<file path="src/rtl/mul_div_sequencer_pkg.sv">
// Shared encodings for the MULT/MULTU/DIV/DIVU sequencer and its ALU.
package muldiv_pkg;

    typedef enum logic [1:0] {
        OP_MULT  = 2'd0,
        OP_MULTU = 2'd1,
        OP_DIV   = 2'd2,
        OP_DIVU  = 2'd3
    } op_e;

    typedef enum logic [1:0] {
        S_IDLE = 2'd0,
        S_ITER = 2'd1,
        S_FIX  = 2'd2,
        S_ZDIV = 2'd3
    } state_e;

    localparam logic [3:0] ALU_AND = 4'd0;
    localparam logic [3:0] ALU_OR  = 4'd1;
    localparam logic [3:0] ALU_ADD = 4'd2;
    localparam logic [3:0] ALU_SUB = 4'd6;
    localparam logic [3:0] ALU_SLT = 4'd7;

    localparam int MULDIV_ITERS = 32;

    // Two's-complement negation of a 32-bit word.
    function automatic logic [31:0] neg32(input logic [31:0] v);
        return ~v + 32'd1;
    endfunction

endpackage

</file>
<file path="src/rtl/mul_div_sequencer_alu.sv">
// 32-bit ALU used by the sequencer as its iteration adder/subtractor.
module ALU32Bit
    import muldiv_pkg::*;
(
    input  logic [3:0]  ALUControl,
    input  logic [31:0] A,
    input  logic [31:0] B,
    output logic [31:0] ALUResult,
    output logic        Zero
);

    // Combinational result select by control code.
    always_comb begin
        ALUResult = 32'd0;
        case (ALUControl)
            ALU_AND: ALUResult = A & B;
            ALU_OR:  ALUResult = A | B;
            ALU_ADD: ALUResult = A + B;
            ALU_SUB: ALUResult = A - B;
            ALU_SLT: ALUResult = {31'd0, $signed(A) < $signed(B)};
            default: ALUResult = 32'd0;
        endcase
    end

    assign Zero = (ALUResult == 32'd0);

endmodule

</file>
<file path="src/rtl/mul_div_sequencer.sv">
// Multi-cycle MULT/MULTU/DIV/DIVU sequencer owning HI/LO.
// Build option: MULDIV_DIV_EN enables the divide datapath and the
// divide-by-zero path; without it DIV/DIVU complete one cycle after
// Start with HI/LO untouched.
//
// state  | meaning
// S_IDLE | waiting for Start; operands latched and made unsigned here
// S_ITER | 32 shift-add (multiply) or restoring-subtract (divide) steps
// S_FIX  | phase 0: sign correction; phase 1: write HI/LO, pulse Done
// S_ZDIV | divide by zero (or divide disabled): complete next edge
module mul_div_sequencer
    import muldiv_pkg::*;
(
    input  logic        Clk,
    input  logic        Reset,
    input  logic        Start,
    input  logic [1:0]  Op,
    input  logic [31:0] A,
    input  logic [31:0] B,
    input  logic        Flush,
    output logic        Busy,
    output logic        Done,
    output logic        DivByZero,
    output logic [31:0] Hi,
    output logic [31:0] Lo
);

    state_e      state_q, state_d;
    logic [4:0]  cnt_q, cnt_d;
    logic [31:0] opb_q, opb_d;       // multiplicand or divisor magnitude
    logic [31:0] acc_hi_q, acc_hi_d; // product high word or remainder
    logic [31:0] acc_lo_q, acc_lo_d; // multiplier/product low or quotient
    logic        neg_q, neg_d;       // product or quotient must be negated
    logic [31:0] hi_q, hi_d;
    logic [31:0] lo_q, lo_d;
    logic        done_q, done_d;

    logic        is_signed_op, is_div_op;
    logic        sign_a, sign_b;
    logic [31:0] mag_a, mag_b;

    logic [3:0]  alu_ctrl;
    logic [31:0] alu_a, alu_res;
    logic        alu_zero_unused;

    logic        mul_carry;
    logic [31:0] mul_hi_nxt, mul_lo_nxt;
    logic [63:0] prod_neg;

    assign is_signed_op = (Op == OP_MULT) || (Op == OP_DIV);
    assign is_div_op    = (Op == OP_DIV)  || (Op == OP_DIVU);
    assign sign_a       = is_signed_op & A[31];
    assign sign_b       = is_signed_op & B[31];
    // abs(0x80000000) stays 0x80000000, which is the right unsigned magnitude.
    assign mag_a        = sign_a ? neg32(A) : A;
    assign mag_b        = sign_b ? neg32(B) : B;

`ifdef MULDIV_DIV_EN
    logic        is_div_q, is_div_d;
    logic        rem_neg_q, rem_neg_d;
    logic        dbz_q, dbz_d;
    logic [31:0] rem_shift;
    logic        div_borrow, div_ok;
    logic [31:0] div_hi_nxt, div_lo_nxt;

    assign alu_ctrl   = is_div_q ? ALU_SUB : ALU_ADD;
    assign alu_a      = is_div_q ? rem_shift : acc_hi_q;
    // Bit shifted out of the remainder is an implicit 33rd bit: when set the
    // subtraction always succeeds and the 32-bit ALU result is still exact.
    assign rem_shift  = {acc_hi_q[30:0], acc_lo_q[31]};
    assign div_borrow = (alu_res > rem_shift);
    assign div_ok     = acc_hi_q[31] | ~div_borrow;
    assign div_hi_nxt = div_ok ? alu_res : rem_shift;
    assign div_lo_nxt = {acc_lo_q[30:0], div_ok};
    assign DivByZero  = dbz_q;
`else
    assign alu_ctrl   = ALU_ADD;
    assign alu_a      = acc_hi_q;
    assign DivByZero  = 1'b0;
`endif

    ALU32Bit u_alu (
        .ALUControl (alu_ctrl),
        .A          (alu_a),
        .B          (opb_q),
        .ALUResult  (alu_res),
        .Zero       (alu_zero_unused)
    );

    // Shift-add step: optional add, then shift {carry, high, low} right by one.
    assign mul_carry  = (alu_res < acc_hi_q);
    assign mul_hi_nxt = acc_lo_q[0] ? {mul_carry, alu_res[31:1]} : {1'b0, acc_hi_q[31:1]};
    assign mul_lo_nxt = {(acc_lo_q[0] ? alu_res[0] : acc_hi_q[0]), acc_lo_q[31:1]};
    assign prod_neg   = ~{acc_hi_q, acc_lo_q} + 64'd1;

    // Next-state and datapath update.
    always_comb begin
        state_d  = state_q;
        cnt_d    = cnt_q;
        opb_d    = opb_q;
        acc_hi_d = acc_hi_q;
        acc_lo_d = acc_lo_q;
        neg_d    = neg_q;
        hi_d     = hi_q;
        lo_d     = lo_q;
        done_d   = 1'b0;
`ifdef MULDIV_DIV_EN
        is_div_d  = is_div_q;
        rem_neg_d = rem_neg_q;
        dbz_d     = 1'b0;
`endif
        case (state_q)
            S_IDLE: begin
                if (Start && !Flush) begin
                    cnt_d = 5'd0;
                    neg_d = sign_a ^ sign_b;
                    if (is_div_op) begin
`ifdef MULDIV_DIV_EN
                        is_div_d  = 1'b1;
                        rem_neg_d = sign_a;
                        if (B == 32'd0) begin
                            acc_lo_d = A;
                            state_d  = S_ZDIV;
                        end else begin
                            acc_hi_d = 32'd0;
                            acc_lo_d = mag_a;
                            opb_d    = mag_b;
                            state_d  = S_ITER;
                        end
`else
                        state_d = S_ZDIV;
`endif
                    end else begin
`ifdef MULDIV_DIV_EN
                        is_div_d  = 1'b0;
                        rem_neg_d = 1'b0;
`endif
                        acc_hi_d = 32'd0;
                        acc_lo_d = mag_b;
                        opb_d    = mag_a;
                        state_d  = S_ITER;
                    end
                end
            end
            S_ITER: begin
                if (Flush) begin
                    state_d = S_IDLE;
                end else begin
                    acc_hi_d = mul_hi_nxt;
                    acc_lo_d = mul_lo_nxt;
`ifdef MULDIV_DIV_EN
                    if (is_div_q) begin
                        acc_hi_d = div_hi_nxt;
                        acc_lo_d = div_lo_nxt;
                    end
`endif
                    cnt_d = cnt_q + 5'd1;
                    if (cnt_q == 5'(MULDIV_ITERS - 1)) begin
                        cnt_d   = 5'd0;
                        state_d = S_FIX;
                    end
                end
            end
            S_FIX: begin
                if (Flush) begin
                    state_d = S_IDLE;
                end else if (cnt_q == 5'd0) begin
                    cnt_d = 5'd1;
`ifdef MULDIV_DIV_EN
                    if (is_div_q) begin
                        if (neg_q)     acc_lo_d = neg32(acc_lo_q);
                        if (rem_neg_q) acc_hi_d = neg32(acc_hi_q);
                    end else
`endif
                    if (neg_q) {acc_hi_d, acc_lo_d} = prod_neg;
                end else begin
                    hi_d    = acc_hi_q;
                    lo_d    = acc_lo_q;
                    done_d  = 1'b1;
                    state_d = S_IDLE;
                end
            end
            S_ZDIV: begin
                if (Flush) begin
                    state_d = S_IDLE;
                end else begin
`ifdef MULDIV_DIV_EN
                    hi_d  = acc_lo_q;
                    lo_d  = 32'hFFFF_FFFF;
                    dbz_d = 1'b1;
`endif
                    done_d  = 1'b1;
                    state_d = S_IDLE;
                end
            end
            default: state_d = S_IDLE;
        endcase
    end

    // State and datapath registers.
    always_ff @(posedge Clk or posedge Reset) begin
        if (Reset) begin
            state_q  <= S_IDLE;
            cnt_q    <= 5'd0;
            opb_q    <= 32'd0;
            acc_hi_q <= 32'd0;
            acc_lo_q <= 32'd0;
            neg_q    <= 1'b0;
            hi_q     <= 32'd0;
            lo_q     <= 32'd0;
            done_q   <= 1'b0;
`ifdef MULDIV_DIV_EN
            is_div_q  <= 1'b0;
            rem_neg_q <= 1'b0;
            dbz_q     <= 1'b0;
`endif
        end else begin
            state_q  <= state_d;
            cnt_q    <= cnt_d;
            opb_q    <= opb_d;
            acc_hi_q <= acc_hi_d;
            acc_lo_q <= acc_lo_d;
            neg_q    <= neg_d;
            hi_q     <= hi_d;
            lo_q     <= lo_d;
            done_q   <= done_d;
`ifdef MULDIV_DIV_EN
            is_div_q  <= is_div_d;
            rem_neg_q <= rem_neg_d;
            dbz_q     <= dbz_d;
`endif
        end
    end

    assign Busy = (state_q != S_IDLE);
    assign Done = done_q;
    assign Hi   = hi_q;
    assign Lo   = lo_q;

endmodule
</file>
<file path="config.mk">
export PLATFORM = sky130hd
export DESIGN_NAME = mul_div_sequencer
export DESIGN_NICKNAME = d
export VERILOG_FILES = /design/src/rtl/mul_div_sequencer_pkg.sv /design/src/rtl/mul_div_sequencer_alu.sv /design/src/rtl/mul_div_sequencer.sv
export SDC_FILE = /design/constraint.sdc
export NUM_CORES = 1
export LEC_CHECK = 0
export ABC_AREA = 1
export CAP_MARGIN = 0
export CORE_MARGIN = 2
export CORE_UTILIZATION = 35
export DETAILED_ROUTE_END_ITERATION = 6
export DONT_BUFFER_PORTS = 1
export PLACE_DENSITY = 0.5
export SYNTH_ARGS = -nofsm -noshare
export SYNTH_HDL_FRONTEND = slang
export SYNTH_HIERARCHICAL = 1
export SYNTH_SLANG_ARGS = --single-unit
</file>
<file path="constraint.sdc">
create_clock -name Clk -period 16.6 [get_ports Clk]
set_input_delay 2.49 -clock Clk [delete_from_list [all_inputs] [get_ports Clk]]
set_output_delay 2.49 -clock Clk [all_outputs]
set_load 0.005 [all_outputs]
</file>
==> results.py <==
metrics = {
    "route": {
        "drtIter0Drc": 1942,
        "viasPerCell": 5.28,
        "detail_route.first_pass.iterations": 6,
        "ant_nets": 0,
        "vias": 19900,
        "drc": 0,
        "wl_mm": 73.4,
        "routedWlPerCell_um": 19.5,
    },
    "run_status": {
        "status": "completed",
    },
    "floorplan": {
        "die_h_um": 233,
        "die_w_um": 233,
        "die_area_sq_um": 54300,
        "ioPinCount": 137,
        "num_rows": 83,
        "coreArea_sq_um": 51600,
        "initial_core_util_pct": 35.6,
    },
    "timing": {
        "finalHoldViolCount": 0,
        "drv_slew": 0,
        "tns_ns": 0,
        "fin_skew_ns": 0.00927,
        "clock.fmax_mhz": 241,
        "max_slew_margin_pct": 38.3,
        "setup_violations": 0,
        "layout_min_cycle_time_ns": 4.15,
        "worst_pin_slew_ns": 0.926,
        "rsz0062_at_grt": "no",
        "holdWs_ns": 0.511,
        "timing.final.crit_share_pct": 25.0,
    },
    "clock_tree": {
        "cts_made_buffers": 17,
        "path_clk_slew_ns": 0.07,
        "cts_resized": 0,
        "cts_root_buffer": "clkbuf_16",
        "clkLatencyLatePin_ns": 0.46,
        "clk_path_buf_depth": 2,
        "cts_hold_buf": 0,
        "ctsHtreeMaxLevel": 4,
        "cts.sink_count": 169,
        "cts_post_setup_buffers_inserted": 0,
        "cts_tree": "done",
    },
    "layout": {
        "n_antenna_cell": 0,
        "drive_gt1_share_pct": 3.86,
        "final_net_count": 3281,
        "post-route-util_pct": 37.8,
        "syn_to_final_growth_pct": 6.18,
    },
    "worst_setup_path": {
        "cp-start-kind": "flip-flop",
        "cpPeakStageDelay_ns": 0.55,
        "cpMaxStageDelayCell": "dfrtp_1",
        "setup.worst_path.end_class": "flip-flop",
        "crit_required_ns": 17.00,
        "cpMostUsedCell": "nand2_1",
        "path_class": "reg -> reg",
        "cp.arrival_ns": 4.55,
        "cp_max_fo": 8,
    },
    "synth": {
        "syn_inst": 3128,
        "syn_area_per_cell_sq_um": 5.87,
        "synth_area_sq_um": 18400,
        "ys_warn_count": 6,
    },
    "global_route": {
        "overflow": 0,
        "grt_pass1_wl_mm": 111,
        "antenna_found_initial": 4,
        "first_global_vias": 18300,
        "grt_max_degree": 103,
        "track_usage_pct": 27.0,
    },
    "placed_design": {
        "gp_congestion": 1.00,
        "io_buffers": 0,
        "dp_hpwl_mm": 59.5,
    },
    "power": {
        "ir_drop_uv": 109,
        "p_leak_nw": 10.1,
        "p_per_area_nw_per_um2": 173,
    },
    "min_path": {
        "hp-class": "reg -> reg",
    },
    "flow_run": {
        "maxCapViolCount": 0,
    },
}
-- registers in the layout (all words and copies together), names as in the netlist --
name,cells
cnt_q,5
Done,1
acc_hi_q,32
Hi,32
state_q,2
Lo,32
neg_q,1
acc_lo_q,32
opb_q,32
-- final cells by class --
class / instances / area (sq um)
Inverter: 542 / 2040
Timing Repair Buffer: 10 / 75.1
Sequential cell: 169 / 4230
Clock inverter: 14 / 153
Clock buffer: 18 / 439
Tap cell: 680 / 851
Fill cell: 5725 / 32100
Multi-Input combinational cell: 2330 / 11700
-- layer usage --
layer | vias to the layer above | global-route usage [%] | share of wire, %
li1 | 9794 | - | -
met1 | 9309 | 37.2 | 46
met2 | 669 | 42.2 | 44
met3 | 98 | 4.64 | 6.8
met4 | 4 | 9.69 | 3.2
met5 | - | 0 | 0.042
-- cells in the final DEF, fill, tap and decap left out, drive strengths merged, types with 2 or more instances in the layout --
cell and count:
xnor2 4, a21oi 142, nor3 38, o31ai 2, o21bai 10, nor2 378
nand2 915, a31oi 16, clkbuf 18, and3 3, conb 15, nand3b 12
buf 10, and2 3, ha 139, o2111ai 2, o21ai 242, o22ai 28
inv 544, nand3 266, nand4 45, fa 2, a22oi 2, o211ai 26
dfrtp 169, a32oi 3, or2 4, nor4 3, o21a 2, xor2 20
clkinv 10
-- power breakdown --
| group | internal, mW | switching (mW) | total, mW |
|---|---|---|---|
| Combinational | 0.610 | 1.51 | 2.12 |
| Sequential | 0.580 | 0.254 | 0.834 |
| Clock | 0.218 | 0.196 | 0.414 |
| Total | 1.41 | 1.96 | 3.37 |
-- worst paths after layout --
kind,cells past startpoint,endpoint,start,slack [ns]
min in group asynchronous,1,Hi[11],Reset,1.88
worst max register to register,25,acc_hi_q[31],opb_q[2],12.45
worst min-delay path,2,Lo[19],Lo[19],0.51
worst min register to register,2,Lo[19],Lo[19],0.51
max in group asynchronous,3,opb_q[20],Reset,12.69
worst max-delay path,25,acc_hi_q[31],opb_q[2],12.45
-- through the flow --
| step | worst slack [ns] | instance area, sq um | cells | total power, mW |
|---|---|---|---|---|
| 3_5_place_dp | 12.03 | 18900 | 3731 | 2.92 |
| 4_1_cts | 12.51 | 19500 | 3763 | 3.34 |
| 6_report | 12.45 | 19500 | 3763 | 3.37 |
| 5_1_grt | 12.11 | 19500 | 3763 | 3.68 |
| 2_1_floorplan | 9.53 | 18400 | 3141 | 2.24 |
| 3_3_place_gp | 12.06 | 18900 | 3731 | 2.90 |
-- worst max-delay path: cells and delay by family (launching register included) --
kind / cells / cell delay [ns]
flip-flops: 1 / 0.55
AO/OA/AOI/OAI: 1 / 0.14
buffers and inverters: 3 / 0.36
AND/OR/NAND/NOR: 19 / 2.23
adder cells (fa/ha/maj): 2 / 0.80
No activity file was read; power rests on OpenSTA's default activity.
